### src/rtl/reg_scoreboard_pkg.sv
// Shared types and constants for the register scoreboard.
// Latency: n/a (declarations only).
// Backpressure: n/a.
package reg_scoreboard_pkg;

    // Architectural register address width; the register count is 2**ADDR_WIDTH.
    localparam int ADDR_WIDTH = 4;

    // Register that is never tracked. Reads of it never stall.
    localparam int PC_REG_NUM = 15;

    typedef enum logic [1:0] {
        SB_RUN   = 2'd0,
        SB_DRAIN = 2'd1,
        SB_DONE  = 2'd2
    } sb_state_t;

endpackage

### src/rtl/reg_scoreboard_sb_counter.sv
// Saturating up/down counter of outstanding writes for one architectural register.
// Latency: count and nonzero update one cycle after inc/dec/clr.
// Backpressure: none; the caller must not raise inc at max unless dec is also raised.
//
// Ports:
//   clk_i, reset_n_i : clock and asynchronous active-low reset
//   inc, dec, clr    : increment, decrement, synchronous clear (clr wins)
//   count            : current outstanding-write count
//   nonzero          : count != 0
module sb_counter #(
    parameter int CNT_WIDTH = 2
) (
    input  logic                 clk_i,
    input  logic                 reset_n_i,
    input  logic                 inc,
    input  logic                 dec,
    input  logic                 clr,
    output logic [CNT_WIDTH-1:0] count,
    output logic                 nonzero
);

    localparam logic [CNT_WIDTH-1:0] CNT_MAX  = '1;
    localparam logic [CNT_WIDTH-1:0] CNT_ZERO = '0;

    // A decrement of an empty counter is dropped: stale writebacks are
    // legal after a flush and must neither underflow nor cancel an increment.
    logic dec_eff;
    assign dec_eff = dec && (count != CNT_ZERO);

    always_ff @(posedge clk_i or negedge reset_n_i) begin
        if (!reset_n_i) begin
            count <= CNT_ZERO;
        end else if (clr) begin
            count <= CNT_ZERO;
        end else if (inc && !dec_eff) begin
            if (count != CNT_MAX) begin
                count <= count + 1'b1;
            end
        end else if (dec_eff && !inc) begin
            count <= count - 1'b1;
        end
    end

    assign nonzero = (count != CNT_ZERO);

endmodule

### src/rtl/reg_scoreboard.sv
// Register scoreboard: tracks outstanding destination writes and stalls issue on RAW/saturation/drain.
// Latency: stall_o/issue_accept_o combinational; counters, busy_mask_o and drained_o one cycle after the event.
// Backpressure: stall_o blocks issue; drain_req_i blocks issue until every tracked write has retired.
//
// Optional feature macro SCOREBOARD_FWD_EN: when defined, a source whose only
// outstanding write is retiring this cycle is bypassed from writeback and does not stall.
//
// Ports:
//   clk_i, reset_n_i                      : clock, asynchronous active-low reset
//   issue_valid_i                         : decoded instruction presented for issue
//   reg_addr_{1,2}_i / reg_addr_{1,2}_valid_i : source addresses and use flags
//   reg_dest_addr_i / reg_dest_valid_i    : destination address and write flag
//   wb_valid_i / wb_addr_i                : one retiring register write per cycle
//   flush_i                               : squash everything in flight
//   drain_req_i                           : hold issue until all writes retire
//   stall_o, issue_accept_o               : issue blocked / issue taken this cycle
//   busy_mask_o                           : per-register outstanding-write flag
//   drained_o                             : drain complete
module reg_scoreboard
    import reg_scoreboard_pkg::*;
#(
    parameter int NUM_REGS   = 2 ** reg_scoreboard_pkg::ADDR_WIDTH,
    parameter int CNT_WIDTH  = 2,
    parameter int PC_REG_NUM = reg_scoreboard_pkg::PC_REG_NUM
) (
    input  logic                  clk_i,
    input  logic                  reset_n_i,
    input  logic                  issue_valid_i,
    input  logic [ADDR_WIDTH-1:0] reg_addr_1_i,
    input  logic                  reg_addr_1_valid_i,
    input  logic [ADDR_WIDTH-1:0] reg_addr_2_i,
    input  logic                  reg_addr_2_valid_i,
    input  logic [ADDR_WIDTH-1:0] reg_dest_addr_i,
    input  logic                  reg_dest_valid_i,
    input  logic                  wb_valid_i,
    input  logic [ADDR_WIDTH-1:0] wb_addr_i,
    input  logic                  flush_i,
    input  logic                  drain_req_i,
    output logic                  stall_o,
    output logic                  issue_accept_o,
    output logic [NUM_REGS-1:0]   busy_mask_o,
    output logic                  drained_o
);

    localparam logic [ADDR_WIDTH-1:0] PC_ADDR  = ADDR_WIDTH'(PC_REG_NUM);
    localparam logic [CNT_WIDTH-1:0]  CNT_MAX  = '1;
    localparam logic [CNT_WIDTH-1:0]  CNT_ZERO = '0;
    localparam logic [CNT_WIDTH-1:0]  CNT_ONE  = CNT_WIDTH'(1);

    sb_state_t            state;
    logic [CNT_WIDTH-1:0] cnt [NUM_REGS];
    logic [NUM_REGS-1:0]  inc;
    logic [NUM_REGS-1:0]  dec;
    logic                 src1_haz;
    logic                 src2_haz;
    logic                 sat_haz;
    logic                 fwd1;
    logic                 fwd2;
    logic                 all_clear_next;

    // ---------------------------------------------------------------
    // Per-register counters
    // ---------------------------------------------------------------
    for (genvar r = 0; r < NUM_REGS; r++) begin : g_cnt
        sb_counter #(
            .CNT_WIDTH (CNT_WIDTH)
        ) u_cnt (
            .clk_i     (clk_i),
            .reset_n_i (reset_n_i),
            .inc       (inc[r]),
            .dec       (dec[r]),
            .clr       (flush_i),
            .count     (cnt[r]),
            .nonzero   (busy_mask_o[r])
        );
    end

    // ---------------------------------------------------------------
    // Hazard detection
    // ---------------------------------------------------------------
`ifdef SCOREBOARD_FWD_EN
    // The last outstanding write retiring this cycle can be bypassed.
    assign fwd1 = wb_valid_i && (wb_addr_i == reg_addr_1_i) && (cnt[reg_addr_1_i] == CNT_ONE);
    assign fwd2 = wb_valid_i && (wb_addr_i == reg_addr_2_i) && (cnt[reg_addr_2_i] == CNT_ONE);
`else
    assign fwd1 = 1'b0;
    assign fwd2 = 1'b0;
`endif

    assign src1_haz = reg_addr_1_valid_i && (reg_addr_1_i != PC_ADDR)
                   && (cnt[reg_addr_1_i] != CNT_ZERO) && !fwd1;
    assign src2_haz = reg_addr_2_valid_i && (reg_addr_2_i != PC_ADDR)
                   && (cnt[reg_addr_2_i] != CNT_ZERO) && !fwd2;

    // A full counter can still take an issue when a writeback to the same
    // register frees a slot in the same cycle (net count unchanged).
    assign sat_haz = reg_dest_valid_i && (reg_dest_addr_i != PC_ADDR)
                  && (cnt[reg_dest_addr_i] == CNT_MAX)
                  && !(wb_valid_i && (wb_addr_i == reg_dest_addr_i));

    assign stall_o        = issue_valid_i && (src1_haz || src2_haz || sat_haz || (state != SB_RUN));
    assign issue_accept_o = issue_valid_i && !stall_o && !flush_i;

    // ---------------------------------------------------------------
    // Counter update strobes; PC is never tracked
    // ---------------------------------------------------------------
    always_comb begin
        inc            = '0;
        dec            = '0;
        all_clear_next = 1'b1;
        for (int r = 0; r < NUM_REGS; r++) begin
            inc[r] = issue_accept_o && reg_dest_valid_i && (reg_dest_addr_i != PC_ADDR)
                  && (reg_dest_addr_i == ADDR_WIDTH'(r));
            dec[r] = wb_valid_i && !flush_i && (wb_addr_i != PC_ADDR)
                  && (wb_addr_i == ADDR_WIDTH'(r));
            if (!((cnt[r] == CNT_ZERO) || ((cnt[r] == CNT_ONE) && dec[r]))) begin
                all_clear_next = 1'b0;
            end
        end
    end

    // ---------------------------------------------------------------
    // Drain FSM with registered drained_o
    // ---------------------------------------------------------------
    always_ff @(posedge clk_i or negedge reset_n_i) begin
        if (!reset_n_i) begin
            state     <= SB_RUN;
            drained_o <= 1'b0;
        end else if (flush_i) begin
            state     <= SB_RUN;
            drained_o <= 1'b0;
        end else begin
            case (state)
                SB_RUN: begin
                    drained_o <= 1'b0;
                    if (drain_req_i) begin
                        state <= SB_DRAIN;
                    end
                end
                SB_DRAIN: begin
                    if (!drain_req_i) begin
                        state     <= SB_RUN;
                        drained_o <= 1'b0;
                    end else if (all_clear_next) begin
                        state     <= SB_DONE;
                        drained_o <= 1'b1;
                    end
                end
                SB_DONE: begin
                    if (!drain_req_i) begin
                        state     <= SB_RUN;
                        drained_o <= 1'b0;
                    end
                end
                default: begin
                    state     <= SB_RUN;
                    drained_o <= 1'b0;
                end
            endcase
        end
    end

endmodule

### config.mk
export PLATFORM = sky130hd
export DESIGN_NAME = reg_scoreboard
export DESIGN_NICKNAME = d
export VERILOG_FILES = /design/src/rtl/reg_scoreboard_pkg.sv /design/src/rtl/reg_scoreboard_sb_counter.sv /design/src/rtl/reg_scoreboard.sv
export SDC_FILE = /design/constraint.sdc
export NUM_CORES = 1
export LEC_CHECK = 0
export CAP_MARGIN = 40
export CORE_ASPECT_RATIO = 1.75
export CORE_MARGIN = 5
export CORE_UTILIZATION = 50
export CTS_BUF_LIST = sky130_fd_sc_hd__clkbuf_8
export DETAILED_ROUTE_END_ITERATION = 10
export GPL_TIMING_DRIVEN = 0
export PLACE_DENSITY = 0.81
export SLEW_MARGIN = 10
export SYNTH_ARGS = -nofsm -noshare
export SYNTH_HDL_FRONTEND = slang
export SYNTH_HIERARCHICAL = 1
export SYNTH_SLANG_ARGS = --single-unit
### constraint.sdc
create_clock -name clk_i -period 5.6 [get_ports clk_i]
set_clock_uncertainty 0.1 [all_clocks]
set_input_delay 1.12 -clock clk_i [delete_from_list [all_inputs] [get_ports clk_i]]
set_output_delay 1.12 -clock clk_i [all_outputs]
set_load 0.05 [all_outputs]
## Word-level counts from Yosys, hierarchy flattened

Cells that the tools add are included.

| word-level totals | value |
|---|---|
| memories kept | 0 |
| bits in read-only memories | 0 |
| bits in writable memories | 0 |
| word-level logic and storage cells | 482 |
| register bits | 35 |
| input port bits | 25 |
| latch bits | 0 |

| cells by class | value |
|---|---|
| add/sub/neg operators | 32 |
| div/mod/pow operators | 0 |
| eq/ne operators | 89 |
| multiply operators | 0 |
| magnitude comparators | 3 |
| reduce and logical (&&, ||, !) cells | 237 |
| muxes and demuxes | 100 |
| shift operators | 0 |
| bitwise operators | 3 |

Operators by type and width:

| operator | count |
|---|---|
| 2-bit two-way mux | 75 |
| 1-bit logical AND | 111 |
| 4-bit == test (second input constant) | 16 |
| 3-bit != test (second input constant) | 18 |
| 3-bit nonzero test | 16 |
| 2-bit nonzero test | 19 |
| 1-bit logical NOT | 35 |
| 2-bit by 1-bit == test with 1-bit output (second input constant) | 17 |
| 2-bit logical NOT | 17 |
| 2-bit AND reduction | 17 |
| 2-bit by 1-bit adder with 2-bit output (second input constant) | 16 |
| 4-bit by 3-bit == test with 1-bit output (second input constant) | 8 |
| 2-bit != test (second input constant) | 16 |
| 2-bit by 1-bit subtractor with 2-bit output (second input constant) | 16 |
| 2-bit binary-select mux with 4-bit select | 3 |
| 1-bit two-way mux | 20 |
| 4-bit != test (second input constant) | 5 |
| 1-bit logical OR | 19 |
| 4-bit by 2-bit == test with 1-bit output (second input constant) | 4 |
| 5-bit >= comparator (second input constant) | 3 |
| 4-bit inverter with 5-bit output | 3 |
| 4-bit by 1-bit == test with 1-bit output (second input constant) | 2 |
| 4-bit logical NOT | 2 |
| 2-bit one-hot mux with 3 select lines | 1 |
| other kinds (4) | 5 |

## Logic depth before layout (Yosys ltp)

| depth | value |
|---|---|
| depth in word-level cells | 26 |
| gate-level depth with buffers | 13 |
| mapped depth without buffers | 10 |

## By module

Netlist, hierarchy kept.

Modules (own cells, without submodules):

| module | cells each | times used | area each (µm²) | seq. area each (µm²) |
|---|---|---|---|---|
| reg_scoreboard | 209 | 1 | 1510.2 | 75.1 |
| sb_counter (g_cnt[0].u_cnt ...) | 14 | 10 | 126.4 | 50.0 |
| sb_counter (g_cnt[4].u_cnt ...) | 14 | 6 | 128.9 | 50.0 |

## Least setup slack after synthesis

OpenSTA, ideal clock, no wires.

| timing | value |
|---|---|
| path type | input -> output |
| start point | input port reg_dest_addr_i[0] |
| end point | output port issue_accept_o |
| path slack | 0.157 ns |
| path buffers | 2 |
| required time | 4.380 ns |
| cell stages on the path | 7 |
| data arrival time | 4.223 ns |
| cell sequence | buf_2 -> mux4_2 -> mux4_2 -> nand4_1 -> o31ai_1 -> clkbuf_1 -> nor4_1 |

| between the ends | value |
|---|---|
| longest elaborated chain between the ends | 13 |

Ends and longest elaborated chain:

| item | line | RTL |
|---|---|---|
| start: declaration | reg_scoreboard.sv:33 | `input logic [ADDR_WIDTH-1:0] reg_dest_addr_i,` |
| 4-bit inverter with 5-bit output (not written as such) | reg_scoreboard.sv:98 | `&& (cnt[reg_dest_addr_i] == CNT_MAX)` |
| 2-bit binary-select mux with 4-bit select | reg_scoreboard.sv:98 |  |
| 2-bit two-way mux (not written as such) (2 in a row) | reg_scoreboard.sv:98 |  |
| 2-bit == test | reg_scoreboard.sv:98 |  |
| 1-bit logical AND | reg_scoreboard.sv:98 |  |
| 1-bit logical AND (*) | reg_scoreboard.sv:99 | `&& !(wb_valid_i && (wb_addr_i == reg_dest_addr_i));` |
| 1-bit logical OR (*) (2 in a row) | reg_scoreboard.sv:101 | `assign stall_o = issue_valid_i && (src1_haz \|\| src2_haz \|\| sat_haz \|\| (state != SB_RUN));` |
| 1-bit logical AND (*) | reg_scoreboard.sv:101 |  |
| 1-bit logical NOT (*) | reg_scoreboard.sv:102 | `assign issue_accept_o = issue_valid_i && !stall_o && !flush_i;` |
| 1-bit logical AND (*) (2 in a row) | reg_scoreboard.sv:102 |  |
| end: declaration | reg_scoreboard.sv:40 | `output logic issue_accept_o,` |

Every way passes the cells marked *; elsewhere a longest branch is shown, timed or not. The select of a mux whose other input is x is not followed.

## Final worst setup path

| timing | value |
|---|---|
| start point | input port wb_addr_i[2] |
| end point | output port issue_accept_o |

| between the ends | value |
|---|---|
| longest elaborated chain between the ends | 10 |

Ends and longest elaborated chain:

| item | line | RTL |
|---|---|---|
| start: declaration | reg_scoreboard.sv:36 | `input logic [ADDR_WIDTH-1:0] wb_addr_i,` |
| 4-bit == test | reg_scoreboard.sv:99 |  |
| 1-bit logical AND | reg_scoreboard.sv:99 |  |
| 1-bit logical NOT | reg_scoreboard.sv:99 |  |
| 1-bit logical AND | reg_scoreboard.sv:99 |  |
| 1-bit logical OR (2 in a row) | reg_scoreboard.sv:101 |  |
| 1-bit logical AND | reg_scoreboard.sv:101 |  |
| 1-bit logical NOT | reg_scoreboard.sv:102 |  |
| 1-bit logical AND (2 in a row) | reg_scoreboard.sv:102 |  |

Every way passes these cells.

==> results.json <==
{
  "run_status": "finished, final reports clean",
  "start_util_pct": 51.4,
  "avgRoutedWirePerCell_um": 18.8,
  "fp.coreArea_um2": 6910,
  "max_cap_viol_count": 0,
  "clock_power_share_pct": 28.4,
  "fp.dieH_um": 121,
  "yosys_warnings": 6,
  "io_buffer_count": 36,
  "dr.pass1.iters": 5,
  "hold_violations": 0,
  "antenna_found_initial": 0,
  "critPathRequiredTime_ns": 4.38,
  "share_of_flip_flops_with_an_asynchronous_set_or_reset_after_synthesis_pct": 100,
  "timing.critical_path.from_type": "input pin",
  "final_antenna_net_count": 0,
  "drtIter0Drc": 304,
  "dr_total_vias": 3659,
  "tritoncts": "done",
  "number_of_nets_in_the_layout": 519,
  "worstPathMaxFanout": 10,
  "post-route-cell-area_um2": 4120,
  "p_total_mw": 0.597,
  "drive_above_1_share_pct": 7.97,
  "clk_latency_ns": 0.30,
  "totalWireLength_um": 10500,
  "gp_congestion": 1.00,
  "setup.worst_path.end_class": "output pin",
  "internal_power_mw": 0.402,
  "layout_commonest_cell": "sky130_fd_sc_hd__nor2_1",
  "drcViolationCount": 0,
  "synth_ff_type": "sky130_fd_sc_hd__dfrtp_1",
  "power.net_switching_mw": 0.195,
  "p_comb_share_pct": 26.7,
  "cts_hold_buffers": 0,
  "cts_inserted_buffers": 5,
  "min_period_ns": 5.42,
  "grt_use_total_pct": 25.0,
  "final.hold.worst_slack_ns": 0.432,
  "rows": 40,
  "die_w_um": 73.7,
  "reg2reg_depth": 9,
  "cts_root_buffer": "sky130_fd_sc_hd__clkbuf_8",
  "grt_setup_unrepaired": "no",
  "power_density_nw_per_um2": 145,
  "global_route.overflow_total": 0,
  "boundaryPins": 44,
  "postSynthRegisterBits": 35,
  "power_switching_share_pct": 32.7,
  "clkSinkCount": 35,
  "syn_to_final_growth_pct": 16.0,
  "mappedNetlistArea_um2": 3550,
  "dp_slack_ns": -0.192,
  "mostFrequentLayoutCells": "sky130_fd_sc_hd__nor2_1, sky130_fd_sc_hd__inv_1, sky130_fd_sc_hd__nand2_1, sky130_fd_sc_hd__dfrtp_1, sky130_fd_sc_hd__clkdlybuf4s50_1",
  "timing.hold.worst_path_depth": 2,
  "tightestPinTransition_ns": 0.739,
  "critPathKind": "input pin to output pin",
  "largest_net_degree_at_the_start_of_global_routing": 40,
  "postPlaceCellArea_um2": 4030,
  "place.detailed.hpwl_um": 8010,
  "avgSynthCellArea_um2": 8.19,
  "avgViaCountPerCell": 6.52,
  "setup_ws_ns": 0.176,
  "ys_seq_area_share_pct": 24.7,
  "layout_worst_path_cycle_share_pct": 96.9,
  "die_area_um2": 8950,
  "timing.final.max_slew_violations": 0,
  "clock_tree.htree_level_count": 2,
  "final-setup-viol-count": 0,
  "final.fill_count": 637,
  "max-slew-margin-rel_pct": 50.7,
  "grt_pass1_wl_um": 17400,
  "final.setup.tns_ns": 0,
  "timing.critical_path.arrival_ns": 4.20,
  "n_antenna_cell": 0,
  "worst_ir_drop_vdd_mv": 0.157,
  "power.leakage_nw": 1.59,
  "seqPwrFrac_pct": 44.9,
  "clock.fmax_mhz": 184,
  "synthCells": 433,
  "synthDistinctLibCells": 56,
  "hp-class": "flip-flop to flip-flop",
  "via_count_of_the_first_global_routing_pass": 3608,
  "post_synth_edffs": 0,
  "clk_pin_slew_ns": 0.06,
  "clockBufferDepth": 2
}
==> registers in the layout (all words and copies together), names as in the netlist <==
signal,cells
drained_o,1
state,2
g_cnt.u_cnt/count,32
==> critical path: stages <==
cell	delay, ns
sky130_fd_sc_hd__clkdlybuf4s50_1	0.63
sky130_fd_sc_hd__clkbuf_1	0.50
sky130_fd_sc_hd__xor2_1	0.13
sky130_fd_sc_hd__nor3_1	0.22
sky130_fd_sc_hd__a31oi_1	0.12
sky130_fd_sc_hd__nand4_1	0.16
sky130_fd_sc_hd__o31ai_2	0.16
sky130_fd_sc_hd__clkbuf_1	0.26
sky130_fd_sc_hd__nor4_1	0.31
sky130_fd_sc_hd__dlygate4sd2_1	0.58
==> area by class of cell <==
cell class / count / area, µm² / area share, %
clock buffer: 5 / 68.8 / 1.67
timing repair buffer: 37 / 377 / 9.15
sequential: 35 / 876 / 21.3
clock inverter: 1 / 3.75 / 0.0912
buffer: 18 / 72.6 / 1.76
multi-input combinational: 344 / 2470 / 60.1
tap: 84 / 105 / 2.55
inverter: 37 / 139 / 3.37
==> what timing repair did <==
action                     4_1_cts  5_1_grt
setup endpoints to repair        1        2
resized for setup                1        4
gates cloned                     0        0
buffers inserted                 0        0
==> cell families (layout without fill, tap and decap cells) <==
group           after synthesis  after routing  share of synthesized area (%)
compound gates               91             91                           19.0
xor+xnor                      5              5                           1.23
fa+ha+maj                    16             16                           5.64
buf+inv                      55             98                           5.93
flops                        35             35                           24.7
mux                          26             26                           12.1
other cells                   1              2                          0.106
simple gates                204            204                           31.4
==> cells in the mapped netlist (11+ instances only) <==
| master | count | area share, % |
|---|---|---|
| sky130_fd_sc_hd__nor4_1 | 30 | 5.3 |
| sky130_fd_sc_hd__inv_1 | 37 | 3.9 |
| sky130_fd_sc_hd__nor3b_1 | 15 | 3.2 |
| sky130_fd_sc_hd__nor2_1 | 46 | 4.9 |
| sky130_fd_sc_hd__clkbuf_1 | 13 | 1.4 |
| sky130_fd_sc_hd__a211oi_1 | 18 | 3.8 |
| sky130_fd_sc_hd__ha_1 | 16 | 5.6 |
| sky130_fd_sc_hd__mux4_2 | 13 | 8.3 |
| sky130_fd_sc_hd__nor3_1 | 23 | 3.2 |
| sky130_fd_sc_hd__a21oi_1 | 29 | 4.1 |
| sky130_fd_sc_hd__nor2b_1 | 11 | 1.9 |
| sky130_fd_sc_hd__nand2_1 | 35 | 3.7 |
| sky130_fd_sc_hd__dfrtp_1 | 35 | 25 |
==> final timing paths <==
kind,slack [ns],to,from
min in group asynchronous,0.66,g_cnt[8].u_cnt/count[1]$_DFFE_PN0P_,reset_n_i
worst max register to register,1.88,g_cnt[12].u_cnt/count[1]$_DFFE_PN0P_,g_cnt[7].u_cnt/count[1]$_DFFE_PN0P_
worst max-delay path,0.18,issue_accept_o,wb_addr_i[2]
max in group asynchronous,4.28,g_cnt[6].u_cnt/count[1]$_DFFE_PN0P_,reset_n_i
worst min register to register,0.43,drained_o$_DFFE_PN0P_,drained_o$_DFFE_PN0P_
worst min-delay path,0.43,drained_o$_DFFE_PN0P_,drained_o$_DFFE_PN0P_
==> metal layers <==
metal	vias to the layer above	track usage [%]	share of wire (%)
met4	0	15.3	6.1
met3	41	3.73	4.6
met5	-	0	0
met2	140	43.2	52
li1	1732	-	-
met1	1746	27.8	37
==> stage by stage <==
| step | cells | utilization, % |
|---|---|---|
| 2_1_floorplan | 434 | - |
| 3_3_place_gp | 554 | 58.2 |
| 6_report | 561 | 59.6 |
| 3_5_place_dp | 555 | 58.4 |
| 4_1_cts | 561 | 59.4 |
| 5_1_grt | 561 | 59.6 |
==> power groups by stage <==
stage	sequential, mW	clock [mW]	combinational [mW]
finish	0.268	0.170	0.159
global route	0.270	0.183	0.174
CTS	0.268	0.175	0.156
detailed placement	0.273	0	0.156
global placement	0.272	0	0.152
floorplan	0.270	0	0.0996
No activity file was read; power rests on OpenSTA's default activity.
